<file path="src/rtl/latent_reparam.sv">
// Reparameterisation sampler: z = mu + exp(logvar/2) * eps in Q(16-FRAC).FRAC.
// Five-state FSM, one sample per accepted start; eps from an LFSR or an external value.
module latent_reparam #(
  parameter int                 FRAC  = 8,
  parameter logic signed [15:0] LOG2E = 16'sd369,
  parameter logic [15:0]        SEED  = 16'hACE1
) (
  input  logic               clk,
  input  logic               rst,
  input  logic               start,
  input  logic signed [15:0] mu_in,
  input  logic signed [15:0] logvar_in,
  input  logic               eps_sel,
  input  logic signed [15:0] eps_ext,
  output logic signed [15:0] z_out,
  output logic               z_valid,
  output logic               busy
);

  typedef enum logic [2:0] {IDLE, EXP, SIG, MUL, ADD} state_t;

  typedef struct packed {
    logic signed [15:0] mu;
    logic signed [15:0] logvar;
    logic signed [15:0] eps;
  } req_t;

  state_t             state;
  req_t               req;
  logic [15:0]        lfsr;
  logic signed [15:0] k;
  logic [FRAC-1:0]    f;
  logic signed [15:0] sigma;
  logic signed [15:0] prod;

  logic [15:0]        lfsr_nxt;
  logic signed [15:0] lfsr_eps;
  logic signed [31:0] y32, t32, prod32, sum32;
  logic signed [31:0] sig32, eps32;
  logic [15:0]        s, nk;
  logic signed [15:0] sigma_nxt;

  function automatic logic signed [15:0] sat16(input logic signed [31:0] v);
    if (v > 32'sd32767)       return 16'sh7FFF;
    else if (v < -32'sd32768) return 16'sh8000;
    else                      return v[15:0];
  endfunction

  assign lfsr_nxt = {lfsr[14:0], lfsr[15] ^ lfsr[13] ^ lfsr[12] ^ lfsr[10]};
  // Nine LFSR bits reinterpreted as signed give eps in [-1,1) at FRAC=8.
  assign lfsr_eps = {{7{lfsr[8]}}, lfsr[8:0]};

  always_comb begin
    y32    = 32'(req.logvar) >>> 1;
    t32    = (y32 * 32'(LOG2E)) >>> FRAC;
    sig32  = 32'(sigma);
    eps32  = 32'(req.eps);
    prod32 = (sig32 * eps32) >>> FRAC;
    sum32  = 32'(req.mu) + 32'(prod);
  end

  // 2^(k+f) with 2^f approximated linearly as 1+f; clamped at both ends.
  always_comb begin
    s  = 16'(1 << FRAC) + {{(16-FRAC){1'b0}}, f};
    nk = 16'(-k);
    if (int'(k) > 14 - FRAC)   sigma_nxt = 16'sh7FFF;
    else if (int'(k) < -FRAC)  sigma_nxt = 16'sh0000;
    else if (k >= 16'sd0)      sigma_nxt = s << k[3:0];
    else                       sigma_nxt = s >> nk[3:0];
  end

  assign busy = (state != IDLE);

  always_ff @(posedge clk or negedge rst) begin
    if (!rst) begin
      state   <= IDLE;
      req     <= '0;
      lfsr    <= SEED;
      k       <= '0;
      f       <= '0;
      sigma   <= '0;
      prod    <= '0;
      z_out   <= '0;
      z_valid <= 1'b0;
    end else begin
      z_valid <= 1'b0;
      case (state)
        IDLE: if (start) begin
          req.mu     <= mu_in;
          req.logvar <= logvar_in;
          req.eps    <= eps_sel ? eps_ext : lfsr_eps;
          lfsr       <= lfsr_nxt;
          state      <= EXP;
        end
        EXP: begin
          k     <= 16'(t32 >>> FRAC);
          f     <= t32[FRAC-1:0];
          state <= SIG;
        end
        SIG: begin
          sigma <= sigma_nxt;
          state <= MUL;
        end
        MUL: begin
          prod  <= sat16(prod32);
          state <= ADD;
        end
        ADD: begin
          z_out   <= sat16(sum32);
          z_valid <= 1'b1;
          state   <= IDLE;
        end
        default: state <= IDLE;
      endcase
    end
  end

endmodule

</file>
<file path="config.mk">
export PLATFORM = sky130hd
export DESIGN_NAME = latent_reparam
export DESIGN_NICKNAME = d
export VERILOG_FILES = /design/src/rtl/latent_reparam.sv
export SDC_FILE = /design/constraint.sdc
export NUM_CORES = 1
export LEC_CHECK = 0
export BUFFER_PORTS_ARGS = -buffer_cell sky130_fd_sc_hd__buf_4
export CAP_MARGIN = 0
export CORE_MARGIN = 2
export CORE_UTILIZATION = 48
export CTS_BUF_LIST = sky130_fd_sc_hd__clkbuf_4
export CTS_CLUSTER_DIAMETER = 150
export DETAILED_ROUTE_END_ITERATION = 7
export SYNTH_ARGS = -nofsm -noshare
export SYNTH_HDL_FRONTEND = slang
export SYNTH_SLANG_ARGS = --single-unit
export TNS_END_PERCENT = 30
</file>
<file path="constraint.sdc">
create_clock -name clk -period 16.4 [get_ports clk]
set_clock_uncertainty 0.15 [all_clocks]
set_input_delay 4.1 -clock clk [delete_from_list [all_inputs] [get_ports clk]]
set_output_delay 4.1 -clock clk [all_outputs]
set_load 0.02 [all_outputs]
</file>
==> results.toml <==
[detailed_routing]
drt_wl_total_mm = 40.1
wl_per_cell_um = 16.0
drt.antenna.violating_nets = 0
first_pass_iters = 5
via_count = 12900
routed_via_density = 5.15
drc_errors = 0
drt-initial-drc-count = 661

[synthesis]
yosys.area.top_type = "fa_1"
synth_cells = 1952
syn_nets = 2463
syn_avg_cell_area_um2 = 9.50
yosysSeqAreaShare = 0.179
yosysMostFrequentCell = "inv_1"
synth_edf_count = 0
yosys-top-cells-count = "inv_1 (409), fa_1 (303), nand2_1 (206), ha_1 (156), dfrtp_1 (124)"
synth_top_area_share = 0.327
synth_area_um2 = 18500
synth_seq_cells = 132
synth.distinct_cells = 67
yosys-top-cells-area = "fa_1 (33%), dfrtp_1 (17%), ha_1 (11%)"
yosysWarningCount = 0
synthFlopType = "dfrtp_1"
async_flop_share = 1.00

[sta]
min_period_ps = 8540
worst_slack_ps = 7860
finalSetupTns_ps = 0
slew_viol_final = 0
min_period_over_period = 0.521
holdWs_ps = 348
slew_headroom = 0.289
finalHoldViolations = 0
tightest_slew_ps = 1060
fmax_ghz = 0.117
grt_setup_unrepaired = "no"
final-setup-viol-count = 0

[die]
core.rowCount = 72
start_util = 0.483
die-area_um2 = 40200
io_pins = 70
die_h_um = 201
die_x_um = 201
coreArea_um2 = 38400

[final_layout]
drive_gt1_frac = 0.0911
finalInstanceArea_um2 = 19800
finalNetCount = 2484
syn2layout_area_growth_pct = 6.67
fill_cells = 3693

[global_route]
antenna_found_initial = 1
grt_overflow = 0
grt_max_degree = 88
grt_usage = 0.217
grt_pass1_wl_mm = 70.7
grt_pass1_vias = 14100

[worst_setup_path]
critical_path_arrival_ps = 8890
slowest_delay_ps = 970
critPathMaxFanout = 17
crit_required_ps = 16750
crit_path_frequent_cell = "fa_1"
rrSetupSlack_ps = 7860
worstSetupPathType = "flop to flop"
end_kind = "flop"
crit_chain = "and2_1, inv_1, fa_1, inv_1, fa_1, fa_1, fa_1, fa_1, inv_1, fa_1, inv_1, ha_1, and2_1, o21ai_0, nand2b_1, a21o_1, nor3_1, a21oi_2, mux2i_1, nand4_2, a311oi_4, a221o_1"
setup.worst_path.start_class = "flop"
cpMaxStageDelayCell = "a311oi_4"

[placement]
dp_hpwl_mm = 32.3
place_ws_ps = 7840
io_buffers = 68
gp_congestion = 0.854
postPlaceCellArea_um2 = 19500

[clock_network]
clk_pin_slew_ps = 140
cts_tree = "yes"
insertion_delay_ps = 590
post_cts_buffers = 0
cts_root_buf = "clkbuf_4"
cts.hold.buffers_added = 0
cts_sinks = 132
h-tree-depth = 4
ctsResizeCount = 0
clockBufferDepth = 2
cts_buffers = 17

[outcome]
status = "complete, no violations"

[hold_path]
hold_path.class = "flop to flop"

[run]
maxCapViolCount = 0
-- through the flow --
step                std cells   util
finish                   2505  0.516
global route             2505  0.516
CTS                      2504  0.515
detailed placement       2472  0.508
global placement         2472  0.508
floorplan                1952      -
-- cell usage in the layout, fill, tap and decap left out, types with 7 or more instances in the layout --
| cell | n |
|---|---|
| mux2i_1 | 26 |
| a211oi_1 | 7 |
| and3_1 | 7 |
| o21ai_0 | 61 |
| ha_1 | 156 |
| nor2_1 | 85 |
| dfstp_2 | 8 |
| fa_1 | 303 |
| a22o_1 | 10 |
| nand2b_1 | 11 |
| nor3_1 | 26 |
| a21oi_1 | 68 |
| and2_1 | 121 |
| nand3_1 | 8 |
| nor2b_1 | 8 |
| a31oi_1 | 7 |
| a21o_1 | 12 |
| clkbuf_4 | 18 |
| o21bai_1 | 9 |
| nand2_1 | 206 |
| o21a_1 | 7 |
| mux2_2 | 43 |
| xnor2_1 | 46 |
| dfrtp_1 | 124 |
| a221o_1 | 17 |
| inv_1 | 409 |
| nand4_1 | 7 |
| buf_4 | 77 |
| or3_1 | 7 |
| xor2_1 | 18 |
-- metal layers --
layer  routed length, um  part of all wire  track usage  vias up
li1                    -                 -            -     6132
met1               18000              0.45        0.293     6546
met2               20200              0.50        0.380      195
met3                1310             0.033       0.0271       30
met4                 543             0.014       0.0413        0
met5                   0                 0            0        -
-- cell type report --
type / count / area, um2 / area share
sequential: 132 / 3310 / 0.167
multi-input combinational: 1334 / 13400 / 0.677
antenna: 1 / 2.50 / 0.000126
tap: 518 / 648 / 0.0328
clock buffer: 18 / 135 / 0.00683
inverter: 410 / 1540 / 0.0778
timing repair buffer: 78 / 589 / 0.0298
clock inverter: 14 / 154 / 0.00778
-- flip-flops by register name, summed over array words and instances, names as in the netlist --
name	flops
eps32	16
req	31
f	8
prod	16
z_out	16
lfsr	16
sigma	16
state	3
k	9
z_valid	1
-- kinds of logic (layout without fill, tap and decap cells) --
kind of cell | Yosys count | count (layout) | share of synthesized area
and+or+nand+nor | 498 | 498 | 0.127
buffers and inverters | 486 | 520 | 0.0992
adders and majority gates | 459 | 459 | 0.432
AOI/OAI and AO/OA | 242 | 242 | 0.0902
DFF | 132 | 132 | 0.179
muxes | 71 | 71 | 0.0426
xor gates and xnor gates | 64 | 64 | 0.0302
other | 0 | 1 | 0
-- path summary, 6_finish.rpt --
check | from | endpoint | cells past startpoint
setup reg to reg | eps32[2]$_DFFE_PN0P_ | prod[0]$_DFFE_PN0P_ | 22
min in group asynchronous | rst | z_out[10]$_DFFE_PN0P_ | 1
hold reg to reg | z_out[13]$_DFFE_PN0P_ | z_out[13]$_DFFE_PN0P_ | 2
setup / recovery | eps32[2]$_DFFE_PN0P_ | prod[0]$_DFFE_PN0P_ | 22
max in group asynchronous | rst | sigma[7]$_DFFE_PN0N_ | 2
hold / removal | z_out[13]$_DFFE_PN0P_ | z_out[13]$_DFFE_PN0P_ | 2
-- critical path, delay by kind of cell, from the launching register on --
kind | cells | cell delay, ps
AO/OA/AOI/OAI | 5 | 1750
adder cells (fa/ha/maj) | 7 | 4060
buffers and inverters | 4 | 280
flip-flops | 1 | 780
multiplexers | 1 | 190
AND/OR/NAND/NOR | 5 | 1210
Power is left out: the tool's default activity adds up to more than one toggle a clock period on the data nets, which glitch-free logic cannot reach.
